<file path="src/rtl/uart_tx_arbiter.sv">
// uart_tx_arbiter
// Shares one UART TX character FIFO among NUM_REQ byte-stream requesters.
// Once a requester wins, its grant is held until it sends the byte marked
// req_last, so messages never interleave on the serial line. Packets are
// arbitrated round-robin. An idle watchdog takes the FIFO back from a
// requester that stops sending in the middle of a packet.
//
// Ports
//   clk            system clock, rising edge
//   rst_clk_tx_n   asynchronous active-low reset
//   req_valid      per-requester byte valid            [NUM_REQ]
//   req_data       per-requester byte, lane i = [8i+7:8i]
//   req_last       per-requester last-byte-of-packet   [NUM_REQ]
//   req_ready      per-requester byte accepted (comb)  [NUM_REQ]
//   tx_fifo_full   TX FIFO full flag
//   tx_fifo_din    byte to the TX FIFO (comb)
//   tx_fifo_wr_en  TX FIFO write strobe (comb)
//   grant_id       current or most recent grantee (registered)
//   busy           high while a packet owns the FIFO (comb)
//   pkt_abort      one-cycle pulse when the watchdog revokes a grant (registered)

module uart_tx_arbiter #(
    parameter int unsigned NUM_REQ        = 4,
    parameter int unsigned GRANT_W        = 2,
    parameter int unsigned TIMEOUT_CYCLES = 65535,
    parameter int unsigned TO_W           = 16
) (
    input  logic                   clk,
    input  logic                   rst_clk_tx_n,
    input  logic [NUM_REQ-1:0]     req_valid,
    input  logic [8*NUM_REQ-1:0]   req_data,
    input  logic [NUM_REQ-1:0]     req_last,
    output logic [NUM_REQ-1:0]     req_ready,
    input  logic                   tx_fifo_full,
    output logic [7:0]             tx_fifo_din,
    output logic                   tx_fifo_wr_en,
    output logic [GRANT_W-1:0]     grant_id,
    output logic                   busy,
    output logic                   pkt_abort
);

    localparam int unsigned    BYTE_W  = 8;
    localparam logic           WD_EN   = (TIMEOUT_CYCLES != 0);
    // Counter value at which a still-idle grantee loses the grant.
    localparam logic [TO_W-1:0] WD_LAST =
        (TIMEOUT_CYCLES != 0) ? TO_W'(TIMEOUT_CYCLES - 1) : '0;

    typedef enum logic [0:0] {
        S_IDLE = 1'b0,
        S_XFER = 1'b1
    } state_t;

    state_t               state_q, state_d;
    logic [GRANT_W-1:0]   grant_q, grant_d;
    logic [TO_W-1:0]      wd_q, wd_d;
    logic                 abort_q, abort_d;

    logic                 g_valid;
    logic                 g_last;
    logic [BYTE_W-1:0]    g_data;

    logic                 found;
    logic [GRANT_W-1:0]   pick;

    // Select the granted requester's lane.
    always_comb begin
        g_valid = 1'b0;
        g_last  = 1'b0;
        g_data  = '0;
        for (int unsigned i = 0; i < NUM_REQ; i++) begin
            if (grant_q == GRANT_W'(i)) begin
                g_valid = req_valid[i];
                g_last  = req_last[i];
                g_data  = req_data[BYTE_W*i +: BYTE_W];
            end
        end
    end

    // Round-robin pick: first valid requester after the last grantee.
    always_comb begin
        found = 1'b0;
        pick  = grant_q;
        for (int unsigned k = 1; k <= NUM_REQ; k++) begin
            for (int unsigned i = 0; i < NUM_REQ; i++) begin
                if (!found && (i == ((32'(grant_q) + k) % NUM_REQ)) && req_valid[i]) begin
                    found = 1'b1;
                    pick  = GRANT_W'(i);
                end
            end
        end
    end

    // State, grant, watchdog and abort registers.
    always_ff @(posedge clk or negedge rst_clk_tx_n) begin
        if (!rst_clk_tx_n) begin
            state_q <= S_IDLE;
            grant_q <= GRANT_W'(NUM_REQ - 1);
            wd_q    <= '0;
            abort_q <= 1'b0;
        end else begin
            state_q <= state_d;
            grant_q <= grant_d;
            wd_q    <= wd_d;
            abort_q <= abort_d;
        end
    end

    // Next state and pass-through datapath.
    always_comb begin
        state_d       = state_q;
        grant_d       = grant_q;
        wd_d          = wd_q;
        abort_d       = 1'b0;
        req_ready     = '0;
        tx_fifo_wr_en = 1'b0;
        busy          = 1'b0;
        tx_fifo_din   = g_data;

        case (state_q)
            S_IDLE: begin
                // Entering XFER starts the watchdog from zero.
                wd_d = '0;
                if (found) begin
                    grant_d = pick;
                    state_d = S_XFER;
                end
            end

            S_XFER: begin
                busy = 1'b1;
                if (g_valid && !tx_fifo_full) begin
                    req_ready     = NUM_REQ'(1) << grant_q;
                    tx_fifo_wr_en = 1'b1;
                    wd_d          = '0;
                    if (g_last) begin
                        state_d = S_IDLE;
                    end
                end else if (!g_valid && WD_EN) begin
                    // Only a silent grantee ages; a full FIFO never does.
                    if (wd_q == WD_LAST) begin
                        state_d = S_IDLE;
                        abort_d = 1'b1;
                        wd_d    = '0;
                    end else begin
                        wd_d = wd_q + TO_W'(1);
                    end
                end
            end

            default: begin
                state_d = S_IDLE;
            end
        endcase
    end

    assign grant_id  = grant_q;
    assign pkt_abort = abort_q;

endmodule

</file>
<file path="config.mk">
export PLATFORM = sky130hd
export DESIGN_NAME = uart_tx_arbiter
export DESIGN_NICKNAME = d
export VERILOG_FILES = /design/src/rtl/uart_tx_arbiter.sv
export SDC_FILE = /design/constraint.sdc
export NUM_CORES = 1
export LEC_CHECK = 0
export CAP_MARGIN = 20
export CELL_PAD_IN_SITES_DETAIL_PLACEMENT = 0
export CELL_PAD_IN_SITES_GLOBAL_PLACEMENT = 1
export CORE_MARGIN = 3
export CORE_UTILIZATION = 32
export DETAILED_ROUTE_END_ITERATION = 7
export PLACE_DENSITY = 0.76
export SLEW_MARGIN = 20
export SYNTH_ARGS = -nofsm -noshare
export SYNTH_HDL_FRONTEND = slang
export SYNTH_SLANG_ARGS = --single-unit
</file>
<file path="constraint.sdc">
create_clock -name clk -period 2.6 [get_ports clk]
set_input_delay 0.52 -clock clk [delete_from_list [all_inputs] [get_ports clk]]
set_output_delay 0.52 -clock clk [all_outputs]
set_load 0.05 [all_outputs]
</file>
# Yosys cells after proc, flatten, opt, wreduce, memory -nomap -nowiden
# Cells that the tools add are included.
[totals] reg_bits=20 in_bits=43 out_inout_bits=17 wordCells=146
[classes] n_addsub=5 eq_ne=17 shift=1 muxes=63 n_bitwise=1 reduce_logical=55
[op_table] operator="logical NOT 32 bit" count=4
[op_table] operator="two-way mux 16 bit" count=3
[op_table] operator="two-way mux 1 bit" count=36
[op_table] operator="logical AND 1 bit" count=32
[op_table] operator="two-way mux 2 bit" count=16
[op_table] operator="two-way mux 8 bit" count=4
[op_table] operator="one-hot mux 16 bit (2 select lines)" count=1
[op_table] operator="adder 16 x 1 -> 16 bit, second input constant" count=1
[op_table] operator="== test 16 bit, second input constant" count=1
[op_table] operator="== test 2 bit, first input constant" count=8
[op_table] operator="logical NOT 1 bit" count=16
[op_table] operator="nonzero test 16 bit" count=1
[op_table] operator="== test 1 x 2 -> 1 bit, first input constant" count=4
[op_table] operator="two-way mux 4 bit" count=2
[op_table] operator="adder 2 x 1 -> 2 bit, second input constant" count=2
[op_table] operator="adder 2 bit, second input constant" count=2
[op_table] operator="== test 2 bit, second input constant" count=2
[op_table] operator="<< shifter 1 x 2 -> 4 bit, first input constant" count=1
[op_table] operator="inequality test 3 x 2 -> 1 bit, second input constant" count=1
[op_table] operator="AND reduction 3 bit" count=1
[op_table] operator="== test 2 x 1 -> 1 bit, second input constant" count=1
[op_table] operator="logical NOT 2 bit" count=1
[op_table] operator="one-hot mux 1 bit (2 select lines)" count=1
[op_table] operator="inverter 1 bit" count=1

# Longest topological paths before layout
[depth] word_depth=66 depth_mapped=8 mapped_depth_nobuf=6

# Least setup slack after synthesis
# Ideal clock, no wire load.
[synth_timing] kind="reg-to-output" start="reg grant_q[0] (netlist: grant_id[0])" end="out req_ready[0]" arrival_ps=2418 required_ps=2080 path_slack_ps=-338 stages_incl_launch_ff=5 n_path_buf=1 path_cell_list="dfstp_2 buf_2 mux4_2 nand3_1 nor3_1"
[synth_via] elab_chain_len=8 elab_cells_between_ends=12 classes_between="eq/ne (3); shift (1); mux (6); reduce/logical (2)"
[synth_rtl] element="start, declared" line="54" source="logic [GRANT_W-1:0] grant_q, grant_d;"
[synth_rtl] element="start signal, assigned" line="97" source="grant_q <= GRANT_W'(NUM_REQ - 1);"
[synth_rtl] element="start signal, assigned" line="102" source="grant_q <= grant_d;"
[synth_rtl] element="logical NOT 2 bit" line="71" source="if (grant_q == GRANT_W'(i)) begin"
[synth_rtl] element="two-way mux 1 bit (4 in a row)" line="71"
[synth_rtl] element="logical AND 1 bit" line="131" source="if (g_valid && !tx_fifo_full) begin"
[synth_rtl] element="two-way mux 4 bit (*)" line="131"
[synth_rtl] element="two-way mux 4 bit (*)" line="119" source="case (state_q)"
[synth_rtl] element="end, declared" line="33" source="output logic [NUM_REQ-1:0] req_ready,"
# Every way passes the cells marked *; elsewhere a longest branch is shown, timed or not.

# Worst setup path after layout
[layout_timing] start="in req_valid[3]" end="out req_ready[2]"
[layout_via] elab_chain_len=4
[layout_rtl] element="start, declared" line="30" source="input logic [NUM_REQ-1:0] req_valid,"
[layout_rtl] element="two-way mux 1 bit" line="71"
[layout_rtl] element="logical AND 1 bit" line="131"
[layout_rtl] element="two-way mux 4 bit" line="131"
[layout_rtl] element="two-way mux 4 bit" line="119"
# No other way between the ends.

==> impl_metrics.csv <==
group,metric,value,unit
place,dp.cells,290,
clock_network,cts_buffers,3,
detailed_routing,routed-wl-met2,2.41,mm
floorplanning,dieHeight,76.3,um
clock_network,clockBufferDepth,2,
critical_path,startpoint_type,"input pin",
critical_path,cp.required,2080,ps
detailed_routing,top_layer,"met4",
grt,grt_max_degree,26,
cells_and_area,drive_above_1_share,21.0,%
yosys,synth_fp_nets,213,
clock_network,cts_hold_buf,0,
floorplanning,core-area,0.00456,mm2
yosys,syn_avg_cell_area,9.41,um2
floorplanning,die_area,0.00582,mm2
power,netSwitchingPower,0.00101,W
critical_path,crit_type,"input pin to primary output",
critical_path,worst_path_max_delay_cell,"mux4_2",
cells_and_area,syn2layout_area_growth,47.5,%
yosys,netlist_area,0.00158,mm2
power,switching_share,49.3,%
yosys,synth_edf_count,0,
detailed_routing,dr.pass1.iters,4,
yosys,synthTopCellsByArea,"dfrtp_1 (29%), mux4_2 (14%), a31oi_1 (6.7%)",
grt,grt_pass1_vias,1667,
detailed_routing,viasPerCell,5.77,
cells_and_area,antenna_cells,0,
timing,finalCritPeriodShare,97.5,%
place,placed_area,0.00229,mm2
timing,finalSetupViolations,0,
floorplanning,rows,24,
power,p_int,0.00104,W
clock_network,numClockSinks,20,
critical_path,cp.arrival,2020,ps
place,globalplace.congestion,0.863,
yosys,yosysSeqAreaShare,31.8,%
place,numPortBuffers,59,
clock_network,post_cts.repair.setup_buffers,0,
floorplanning,ioPinCount,60,
yosys,ys.flop_type,"dfrtp_1",
flow_run,cap_violations,0,
yosys,ys_ff_latch,20,
power,p_clk_share,10.3,%
critical_path,slowest_delay,520,ps
power,powerDensity,876,mW/mm2
hold_path,min_path_type,"flip-flop to flip-flop",
timing,finalHoldViolations,0,
timing,rsz0062_at_grt,"no",
detailed_routing,totalWireLength,4.84,mm
detailed_routing,ant_nets,0,
critical_path,crit_chain,"clkdlybuf4s50_1 -> mux4_2 -> nand3_4 -> clkinvlp_4 -> and3_4 -> buf_4",
timing,maxClockFrequency,0.394,GHz
critical_path,cp_max_fo,4,
yosys,yosys_warnings,0,
cells_and_area,fin_nets,275,
yosys,yosysTopAreaCellShare,28.5,%
cells_and_area,design_area,0.00233,mm2
timing,finalHoldWorstSlack,532,ps
timing,slew_violations,0,
power,power_frac_seq,23.0,%
cells_and_area,final_cell_count_no_fill,294,
detailed_routing,dr_wl_met3,354,um
clock_network,cts_tree,"built",
yosys,synth.distinct_cells,42,
detailed_routing,vias,1695,
clock_network,cts.repair.resized,0,
timing,max_slew_margin,66.2,%
yosys,synth_cells,168,
detailed_routing,wl_met1,2.04,mm
detailed_routing,drt_iter0_markers,87,
timing,tightest_slew,506,ps
yosys,synth_commonest_cells,"dfrtp_1 (18), a31oi_1 (17), nand3_1 (16), nand2_1 (15), mux4_2 (10)",
power,leakagePower,0.894,nW
grt,grt_antenna_before_repair,0,
place,post-place-ws,59.3,ps
timing,final.setup_skew,4.09,ps
yosys,async_reset_ff_share,100,%
power,p_total,0.00204,W
detailed_routing,wire_per_inst,16.5,um
clock_network,clkLatencyLatePin,260,ps
clock_network,cts_root_buf,"clkbuf_8",
power,irDropWorstVdd,0.000465,V
grt,grt_util_all_layers,17.3,%
grt,grt_pass1_wl,8.43,mm
place,dpl.hpwl,3.83,mm
yosys,yosysMostFrequentCell,"dfrtp_1",
timing,fin_crit,2540,ps
timing,layout_setup_ws,64.5,ps
grt,grt_overflow,0,
power,pwr-share-comb,66.7,%
clock_network,cts.htree.levels,1,
detailed_routing,drc,0,
yosys,yosysTopAreaCell,"dfrtp_1",
floorplanning,die_w,76.3,um
critical_path,end_kind,"primary output",
clock_network,cts.clk_slew.worst_paths,70,ps
outcome,outcome,"completed",
floorplanning,initial_core_util,34.6,%
## worst max-delay path, delay by kind of cell
kind                   cells  cell delay [ps]
buffers and inverters      3              690
multiplexers               1              520
AND/OR/NAND/NOR            2              280
## cells in the final DEF (no fill, tap or decap), types with 2 or more instances in the layout
| master | netlist | routed |
|---|---|---|
| a41oi_1 | 3 | 3 |
| nor3_1 | 2 | 2 |
| nand2_1 | 15 | 15 |
| nand4_1 | 7 | 7 |
| buf_4 | 0 | 21 |
| o31ai_1 | 3 | 3 |
| mux2_2 | 2 | 2 |
| and3_1 | 4 | 3 |
| nor4_1 | 7 | 7 |
| clkdlybuf4s50_1 | 0 | 46 |
| and2_1 | 4 | 4 |
| o211ai_1 | 4 | 4 |
| ha_1 | 2 | 2 |
| or4_1 | 4 | 4 |
| clkbuf_8 | 0 | 3 |
| o21ai_0 | 2 | 2 |
| o22ai_1 | 2 | 2 |
| mux4_2 | 10 | 10 |
| dfrtp_1 | 18 | 18 |
| nor2_1 | 4 | 4 |
| dfstp_2 | 2 | 2 |
| buf_12 | 0 | 3 |
| inv_1 | 9 | 8 |
| nand3_1 | 16 | 15 |
| a31oi_1 | 17 | 17 |
| a21oi_1 | 4 | 4 |
## final cells by class
cell class	count	area (um2)
Fill cell	444	2230
Multi-Input combinational cell	126	986
Timing Repair Buffer	70	678
Sequential cell	20	503
Tap cell	65	81.3
Clock buffer	4	45.0
Inverter	9	37.5
## final timing paths
| check | startpoint | endpoint | slack, ps | depth (start not counted) |
|---|---|---|---|---|
| max | req_valid[3] | req_ready[2] | 60 | 6 |
| min | wd_q[10] | wd_q[10] | 530 | 1 |
| max reg2reg | wd_q[0] | wd_q[14] | 550 | 5 |
| min reg2reg | wd_q[10] | wd_q[10] | 530 | 1 |
| max in group asynchronous | rst_clk_tx_n | grant_id[1] | 1720 | 2 |
| min in group asynchronous | rst_clk_tx_n | pkt_abort | 600 | 2 |
## power groups by stage
stage | clock [W] | sequential (W) | combinational, W
2_1_floorplan | 0 | 0.000522 | 0.000890
3_3_place_gp | 0 | 0.000473 | 0.00135
3_5_place_dp | 0 | 0.000476 | 0.00137
4_1_cts | 0.000219 | 0.000470 | 0.00137
5_1_grt | 0.000232 | 0.000484 | 0.00146
6_report | 0.000211 | 0.000470 | 0.00136
## logic make-up (layout without fill, tap and decap cells)
group           count (synthesis)  count (layout)  share of synthesized area, %
simple gates                   70              70                          25.3
compound gates                 42              42                          18.8
buf+inv                        22              83                          6.89
flops                          20              20                          31.8
mux                            12              12                          15.7
fa+ha+maj                       2               2                          1.58
## flip-flops by register name (all words and copies together) (netlist names)
signal,flops
pkt_abort,1
grant_id,2
state_q,1
wd_q,16
## per-layer routing
metal  vias to the layer above  track usage, %
li1                        800               -
met1                       821            21.5
met2                        69            30.2
met3                         5            4.49
met4                         0            3.26
met5                         -               0
## stage by stage
stage	utilization [%]	TNS [ps]
floorplan	-	-497
global placement	50.1	0
detailed placement	50.1	0
CTS	51.1	0
global route	51.1	0
finish	51.1	0
No activity file was read; power rests on OpenSTA's default activity.
